`src/rtl/simon_pkg.sv`:
```
// Shared Simon Says definitions: direction codes, direction width and the
// direction_checker state encoding used by the display/LED decode.
package simon_pkg;

    localparam int DIR_W = 2;

    typedef enum logic [DIR_W-1:0] {
        DIR_UP    = 2'b00,
        DIR_DOWN  = 2'b01,
        DIR_LEFT  = 2'b10,
        DIR_RIGHT = 2'b11
    } dir_e;

    typedef enum logic [2:0] {
        ST_IDLE       = 3'd0,
        ST_PRIME      = 3'd1,
        ST_SETTLE     = 3'd2,
        ST_WAIT_PRESS = 3'd3,
        ST_ADVANCE    = 3'd4,
        ST_WIN        = 3'd5,
        ST_LOSE       = 3'd6
    } dc_state_e;

endpackage

```
`src/rtl/press_timer.sv`:
```
// Down-counting window timer: clear loads TIMEOUT_CYCLES-1, enable counts down,
// expired flags the terminal count so the owner can act on the last cycle.
module press_timer
    import simon_pkg::*;
#(
    parameter int TIMEOUT_CYCLES = 50_000_000
) (
    input  logic clock,
    input  logic reset,
    input  logic clear,
    input  logic enable,
    output logic expired
);

    localparam int CW = (TIMEOUT_CYCLES > 2) ? $clog2(TIMEOUT_CYCLES) : 1;
    localparam logic [CW-1:0] LOAD = CW'(TIMEOUT_CYCLES - 1);

    logic [CW-1:0] count;

    always_ff @(posedge clock) begin
        if (reset) begin
            count <= '0;
        end else if (clear) begin
            count <= LOAD;
        end else if (enable && (count != '0)) begin
            count <= count - CW'(1);
        end
    end

    assign expired = (count == '0);

endmodule

```
`config.mk`:
```
export PLATFORM = sky130hd
export DESIGN_NAME = press_timer
export DESIGN_NICKNAME = d
export VERILOG_FILES = /design/src/rtl/simon_pkg.sv /design/src/rtl/press_timer.sv
export SDC_FILE = /design/constraint.sdc
export NUM_CORES = 1
export LEC_CHECK = 0
export ABC_AREA = 1
export CORE_MARGIN = 2
export CORE_UTILIZATION = 65
export CTS_CLUSTER_DIAMETER = 60
export DETAILED_ROUTE_END_ITERATION = 8
export MAX_ROUTING_LAYER = met4
export PLACE_DENSITY = 0.83
export SYNTH_ARGS = -nofsm -noshare
export SYNTH_HDL_FRONTEND = slang
export SYNTH_SLANG_ARGS = --single-unit
export TNS_END_PERCENT = 30
```
`constraint.sdc`:
```
create_clock -name clock -period 4.4 [get_ports clock]
set_input_delay 1.32 -clock clock [delete_from_list [all_inputs] [get_ports clock]]
set_output_delay 1.32 -clock clock [all_outputs]
set_load 0.005 [all_outputs]
```
After elaboration in Yosys (flattened, before gate mapping)

Cells that the tools add are included.

Register bits: 26
Bits of input ports: 4

$add $sub $neg: 1
Multiplexer cells: 2
Reduce and logical (&&, ||, !) cells: 5

Operators by type and width:

| cell                  | number |
|---|---|
| $mux 26               | 2 |
| $logic_not 26->1      | 1 |
| $reduce_bool 26->1    | 1 |
| $sub 26x1->26 const B | 1 |
| $reduce_bool 2->1     | 1 |
| $reduce_or 2->1       | 1 |
| $logic_and 1x1->1     | 1 |

Longest topological paths before layout

Gate-level depths: netlist of run 1.

Depth after elaboration: 4
Mapped depth: 11
Gate-level depth less buffers: 11

Worst setup path after synthesis of run 1

No wires, ideal clock.

Path kind: register to output
Start: register count[0]
End: output port expired
Arrival: 1,125 ps
Data required time: 3,080 ps
Path slack: 1,955 ps
Cell stages (with the launch flop): 7
Buffers on the path: 0
Path through: dfxtp_1 inv_1 ha_1 nand2_4 nor2_8 nand2_2 nor2_4

Cells in the longest elaborated chain, start to end: 1

Ends and longest elaborated chain:

| element                | RTL line          | source |
|---|---|---|
| from (decl)            | press_timer.sv:18 | `logic [CW-1:0] count;` |
| from (signal assigned) | press_timer.sv:26 | `count <= count - CW'(1);` |
| $logic_not 26->1       | press_timer.sv:30 | `assign expired = (count == '0);` |
| to (decl)              | press_timer.sv:12 | `output logic expired` |

No other way between the ends.

Final worst setup path of run 1

Ends and elaborated chain as after synthesis.

==> results of run 1 <==
cells in the mapped netlist:
master,n,share of area
nor3_1,1,0.0027
o21ai_0,1,0.0027
nand2_4,2,0.012
buf_6,2,0.012
clkinv_1,1,0.0020
nand3b_1,3,0.012
ha_1,1,0.0066
buf_8,1,0.0080
nand4_1,11,0.036
buf_1,1,0.0020
o21bai_1,1,0.0040
inv_1,40,0.080
nor2_8,2,0.021
dfxtp_1,26,0.28
a21oi_1,15,0.040
nand3_4,1,0.0093
nand2_2,2,0.0066
nand2_1,76,0.15
nor2_2,4,0.013
nor2_1,38,0.076
nor2_4,3,0.018
xor2_1,7,0.033
nand3_2,3,0.016
buf_2,2,0.0053
xnor2_1,3,0.014
clkbuf_1,3,0.0060
nand3_1,51,0.14
power by group through the flow:
stage / Clock (uW) / Sequential, uW / Combinational [uW]
after floorplan: 0 / 267 / 114
after global placement: 0 / 271 / 132
after detailed placement: 0 / 271 / 134
after CTS: 131 / 266 / 135
after global routing: 142 / 269 / 156
final: 127 / 266 / 135
layer usage:
layer | GRT usage | part of all wire | routed length (um) | vias to the layer above
met5 | - | 0 | 0 | -
met4 | 0.1096 | 0.030 | 123 | 0
met2 | 0.4367 | 0.45 | 1819 | 53
li1 | - | - | - | 963
met1 | 0.3961 | 0.47 | 1893 | 802
met3 | 0.03125 | 0.051 | 205 | 15
cell families (layout without fill, tap and decap cells):
logic type | Yosys count | after routing
buffers and inverters | 50 | 50
AO/OA/AOI/OAI | 17 | 17
AND/OR/NAND/NOR | 197 | 197
XOR/XNOR | 10 | 10
flip-flops | 26 | 26
adder cells (fa/ha/maj) | 1 | 1
worst min-delay path, cell delays in order, from the launching register on:
cell	delay, ps
dfxtp_1	360
nand2_1	70
a21oi_1	50
stage by stage:
stage,utilization,power (uW),worst slack [ps]
after detailed placement,0.6924,405.1,1347
after global placement,0.6924,402.7,1390
after floorplan,-,381.1,1955
final,0.7055,528.4,989.9
after global routing,0.7055,567.0,839.5
after CTS,0.7055,531.7,976.7
layout make-up:
class | instances | area, um2
inverter | 41 | 153.9
sequential | 26 | 520.5
timing repair buffer | 5 | 47.55
fill | 262 | 812.0
multi-input combinational | 225 | 1149
clock buffer | 4 | 36.28
tap | 31 | 38.79
final timing paths:
kind	endpoint	slack [ps]	depth (start not counted)
worst max-delay path	expired	990	7
worst min-delay path	count[9]	510	2
worst max register to register	count[25]	2540	10
worst min register to register	count[9]	510	2
placed cells by master (no fill, tap or decap), types with 2 or more instances in the layout:
master | synthesis | final
clkbuf_4 | 0 | 3
nand2_4 | 2 | 2
dfxtp_1 | 26 | 26
nand2_2 | 2 | 2
xnor2_1 | 3 | 3
xor2_1 | 7 | 7
nor2_4 | 3 | 3
nand3_1 | 51 | 51
clkdlybuf4s50_1 | 0 | 4
nand3b_1 | 3 | 3
nand3_2 | 3 | 3
nand2_1 | 76 | 76
a21oi_1 | 15 | 15
nor2_1 | 38 | 38
nor2_8 | 2 | 2
nand4_1 | 11 | 11
nor2_2 | 4 | 4
inv_1 | 40 | 40
==> impl_metrics.tcl, run 1 <==
set metrics [dict create \
    status "finished, final reports clean" \
    cts_tree "done" \
    die_h_um 57.86 \
    first_global_vias 1682 \
    min_period_ps 3410 \
    wl_per_cell_um 12.17 \
    combPwrFrac 0.256 \
    synth_compound_gate_area_share 0.04645 \
    critical_path_class "flop to output port" \
    final_cell_area_mm2 0.001946 \
    r2r_start "count[0]" \
    ys_seq_area_frac 0.2760 \
    p_sw_uw 182.3 \
    vias_per_cell 5.521 \
    synthAdderAreaFrac 0.006636 \
    drive_gt1_frac 0.07309 \
    globalplace.congestion 0.8564 \
    whs_ps 510.5 \
    antenna_found_initial 0 \
    finalSetupTns_ps 0 \
    drt.antenna.violating_nets 0 \
    insertion_delay_ps 330 \
    syn_inst 301 \
    ys_warn_count 0 \
    fmax_mhz 293.2 \
    p_clk_frac 0.240 \
    crit_family "buffers and inverters" \
    cts_resized 0 \
    tightestPinTransition_ps 645.1 \
    cp.required_ps 3080 \
    routed_wl_um 4042 \
    fin_crit_sh 0.7750 \
    synth-simple-area-share 0.5096 \
    cts-root-buf "clkbuf_4" \
    core_area_mm2 0.002758 \
    cts_buffers 3 \
    die_w_um 57.86 \
    synth-xor-area-share 0.04645 \
    start_util 0.6838 \
    dp_hpwl_um 3011 \
    worstPathCellList "inv_1, ha_1, nand2_4, nor2_8, nand2_2, nor2_4, clkdlybuf4s50_1" \
    post_dp_cell_area_mm2 0.001909 \
    area_growth_pct 3.185 \
    grt.overflow.total 0 \
    seqPwrFrac 0.504 \
    startpoint_type "flop" \
    placementRows 19 \
    grt_setup_unrepaired "no" \
    io-pin-count 5 \
    n_antenna_cell 0 \
    top_regs "count (26)" \
    grt_usage 0.2885 \
    mappedNetlistArea_mm2 0.001886 \
    synth_top_family_by_area "simple AND/OR/NAND/NOR gates" \
    grt_pass1_wl_um 7458 \
    clockBufferDepth 2 \
    cts_setup_buffers 0 \
    end_kind "output port" \
    finalSetupViolCount 0 \
    cts.htree.levels 1 \
    syn_area_per_cell_um2 6.264 \
    slew_headroom 0.5673 \
    drv_cap 0 \
    io_buffers 4 \
    p_leak_uw 0.0009606 \
    firstDrtPassIters 4 \
    drcViolationCount 0 \
    clock_skew_ps 5.470 \
    place_inst 328 \
    worstHoldStart "count[9]" \
    crit_arrival_ps 2090 \
    powerDensity_mw_per_mm2 271.6 \
    max_stage_delay_ps 520 \
    netlist-cell-type-count 27 \
    cts_sinks 26 \
    largest_reg_flops 26 \
    grt_max_degree 26 \
    swShare 0.3449 \
    startpoint "count[0]" \
    intPower_uw 346.1 \
    nets 307 \
    hold_buffers 0 \
    first_iter_violations 128 \
    path_buf_inv 2 \
    synthMuxAreaShare 0 \
    synth.ff_latch_count 26 \
    hold_path_class "flop to flop" \
    final_cell_count_no_fill 332 \
    cpMaxStageDelayCell "clkdlybuf4s50_1" \
    clk_pin_slew_worst_paths_ps 140 \
    slew_violations 0 \
    path_max_fanout 5 \
    num_vias 1833 \
    ir_drop_mv 0.2422 \
    synth_nets 306 \
    hold_viol_final 0 \
    die_area_mm2 0.003348 \
    top_register "count" \
]
No activity file was read; power rests on OpenSTA's default activity.
==> inputs of run 2 (changes only) <==
--- a/config.mk
+++ b/config.mk
@@ -7,11 +7,11 @@
 export LEC_CHECK = 0
 export ABC_AREA = 1
 export CORE_MARGIN = 2
-export CORE_UTILIZATION = 65
+export CORE_UTILIZATION = 61
 export CTS_CLUSTER_DIAMETER = 60
 export DETAILED_ROUTE_END_ITERATION = 8
 export MAX_ROUTING_LAYER = met4
-export PLACE_DENSITY = 0.83
+export PLACE_DENSITY = 0.79
 export SYNTH_ARGS = -nofsm -noshare
 export SYNTH_HDL_FRONTEND = slang
 export SYNTH_SLANG_ARGS = --single-unit
==> constraint.sdc (replaced) <==
create_clock -name clock -period 3.2 [get_ports clock]
set_input_delay 0.96 -clock clock [delete_from_list [all_inputs] [get_ports clock]]
set_output_delay 0.96 -clock clock [all_outputs]
set_load 0.005 [all_outputs]
==> run 2 against run 1 <==
Via count down 1.6%. Register-to-register slack worse by 1100 ps. Largest power group unchanged. Sequential share of layout area down 0.19 points. Hold slack gained 4.4 ps. Core utilization is 5.3 points lower. Critical endpoint unchanged. Highest routed layer unchanged. Critical path type unchanged.
==> impl_metrics.tcl, run 2 (synthesis results as in run 1) <==
set metrics [dict create \
    first_iter_violations 175 \
    clk_pin_slew_worst_paths_ps 140 \
    startpoint "count[0]" \
    combPwrFrac 0.270 \
    swShare 0.3515 \
    final_cell_count_no_fill 336 \
    cpMaxStageDelayCell "clkdlybuf4s50_1" \
    n_antenna_cell 0 \
    r2r_start "count[0]" \
    finalSetupTns_ps 0 \
    startpoint_type "flop" \
    setup_slack_ps 208.5 \
    fin_crit_sh 0.9349 \
    max_stage_delay_ps 520 \
    crit_family "buffers and inverters" \
    grt_usage 0.2599 \
    fin_util 0.6525 \
    largest_reg_flops 26 \
    cts-root-buf "clkbuf_4" \
    tightestPinTransition_ps 519.7 \
    place_ws_ps 521.4 \
    top_regs "count (26)" \
    cts_tree "done" \
    final_cell_mix "76 x nand2_1, 51 x nand3_1, 40 x inv_1" \
    hold_buffers 0 \
    fillCellCount 295 \
    cts.htree.levels 1 \
    top_register "count" \
    path_buf_inv 2 \
    p_clk_frac 0.206 \
    core_area_mm2 0.003003 \
    grt_pass1_wl_um 6927 \
    vias_per_cell 5.366 \
    ir_drop_mv 0.1825 \
    reg2reg_setup_slack_ps 1410 \
    worstHoldStart "count[9]" \
    path_max_fanout 5 \
    globalplace.congestion 0.9329 \
    firstDrtPassIters 4 \
    drcViolationCount 0 \
    critical_path_class "flop to output port" \
    num_vias 1803 \
    dp_hpwl_um 3017 \
    crit_arrival_ps 2030 \
    cts_buffers 3 \
    die_area_mm2 0.003552 \
    worstPathCellList "inv_1, ha_2, nand2_4, nor2_8, nand2_2, nor2_4, clkdlybuf4s50_1" \
    first_global_vias 1519 \
    end_kind "output port" \
    area_growth_pct 3.915 \
    grt_max_degree 26 \
    cts_sinks 26 \
    fmax_mhz 334.3 \
    final_common_cell "nand2_1" \
    antenna_found_initial 0 \
    start_util 0.6279 \
    slew_headroom 0.6522 \
    seqPwrFrac 0.524 \
    powerDensity_mw_per_mm2 356.6 \
    hold_viol_final 0 \
    drt.antenna.violating_nets 0 \
    io-pin-count 5 \
    status "finished, final reports clean" \
    drive_gt1_frac 0.08251 \
    grt_setup_unrepaired "no" \
    die_h_um 59.60 \
    insertion_delay_ps 330 \
    routed_wl_um 4037 \
    io_buffers 4 \
    wl_per_cell_um 12.01 \
    die_w_um 59.60 \
    placementRows 20 \
    drv_cap 0 \
    hold_path_class "flop to flop" \
    grt.overflow.total 0 \
    nets 310 \
    p_leak_uw 0.0009665 \
    p_sw_uw 245.6 \
    intPower_uw 453.1 \
    clock_skew_ps 2.083 \
    place_inst 333 \
    slew_violations 0 \
    finalSetupViolCount 0 \
    min_period_ps 2992 \
    cp.required_ps 2240 \
    clockBufferDepth 2 \
]
run 2: cell types whose count changed in the layout (fill, tap and decap cells not counted):
| cell | before | now |
|---|---|---|
| buf_4 | 1 | 4 |
| clkbuf_8 | 1 | 0 |
| ha_1 | 1 | 0 |
| ha_2 | 0 | 1 |
run 2: per-layer routing:
metal	track usage	part of all wire	wire (um)
met1	0.3564	0.48	1931
met2	0.4097	0.47	1891
met3	0.03275	0.042	171
met4	0.05714	0.011	43
met5	-	0	0
run 2: worst paths after layout:
kind                             endpoint  cells past startpoint
worst max register to register  count[20]                     10
worst max-delay path              expired                      7
worst min-delay path             count[9]                      2
worst min register to register   count[9]                      2
run 2: final cells by class:
cell class | instances | area [um2] | area share
clock buffers | 3 | 22.52 | 0.01149
inverters | 41 | 153.9 | 0.07854
well taps | 33 | 41.29 | 0.02107
multi-input cells | 225 | 1151 | 0.5875
flip-flops and latches | 26 | 520.5 | 0.2656
repair buffers | 8 | 70.07 | 0.03576
run 2: power groups by stage:
stage	registers [uW]	clock network [uW]	logic [uW]
after floorplan	367	0	157
after global routing	369	165	215
after global placement	373	0	185
after detailed placement	373	0	187
final	366	144	189
after CTS	366	150	188
run 2: what timing repair did:
item,in CTS,in global routing
resized for setup,0,1
setup endpoints to repair,0,1
setup buffers,0,0
hold endpoints to repair,0,0
run 2: worst reg2reg max path: cells and delay by family, from the launching register on:
kind | cells | cell delay (ps)
adder cells (fa/ha/maj) | 1 | 250
AND/OR/NAND/NOR | 7 | 1010
flip-flops | 1 | 340
buffers and inverters | 2 | 160
run 2: through the flow:
step	cell area, um2	total power [uW]	hold slack [ps]
final	1959	698.7	514.9
after floorplan	1886	524.0	456.4
after global routing	1959	748.8	539.2
after global placement	1934	557.3	470.7
after detailed placement	1934	559.7	487.1
after CTS	1957	703.7	514.6
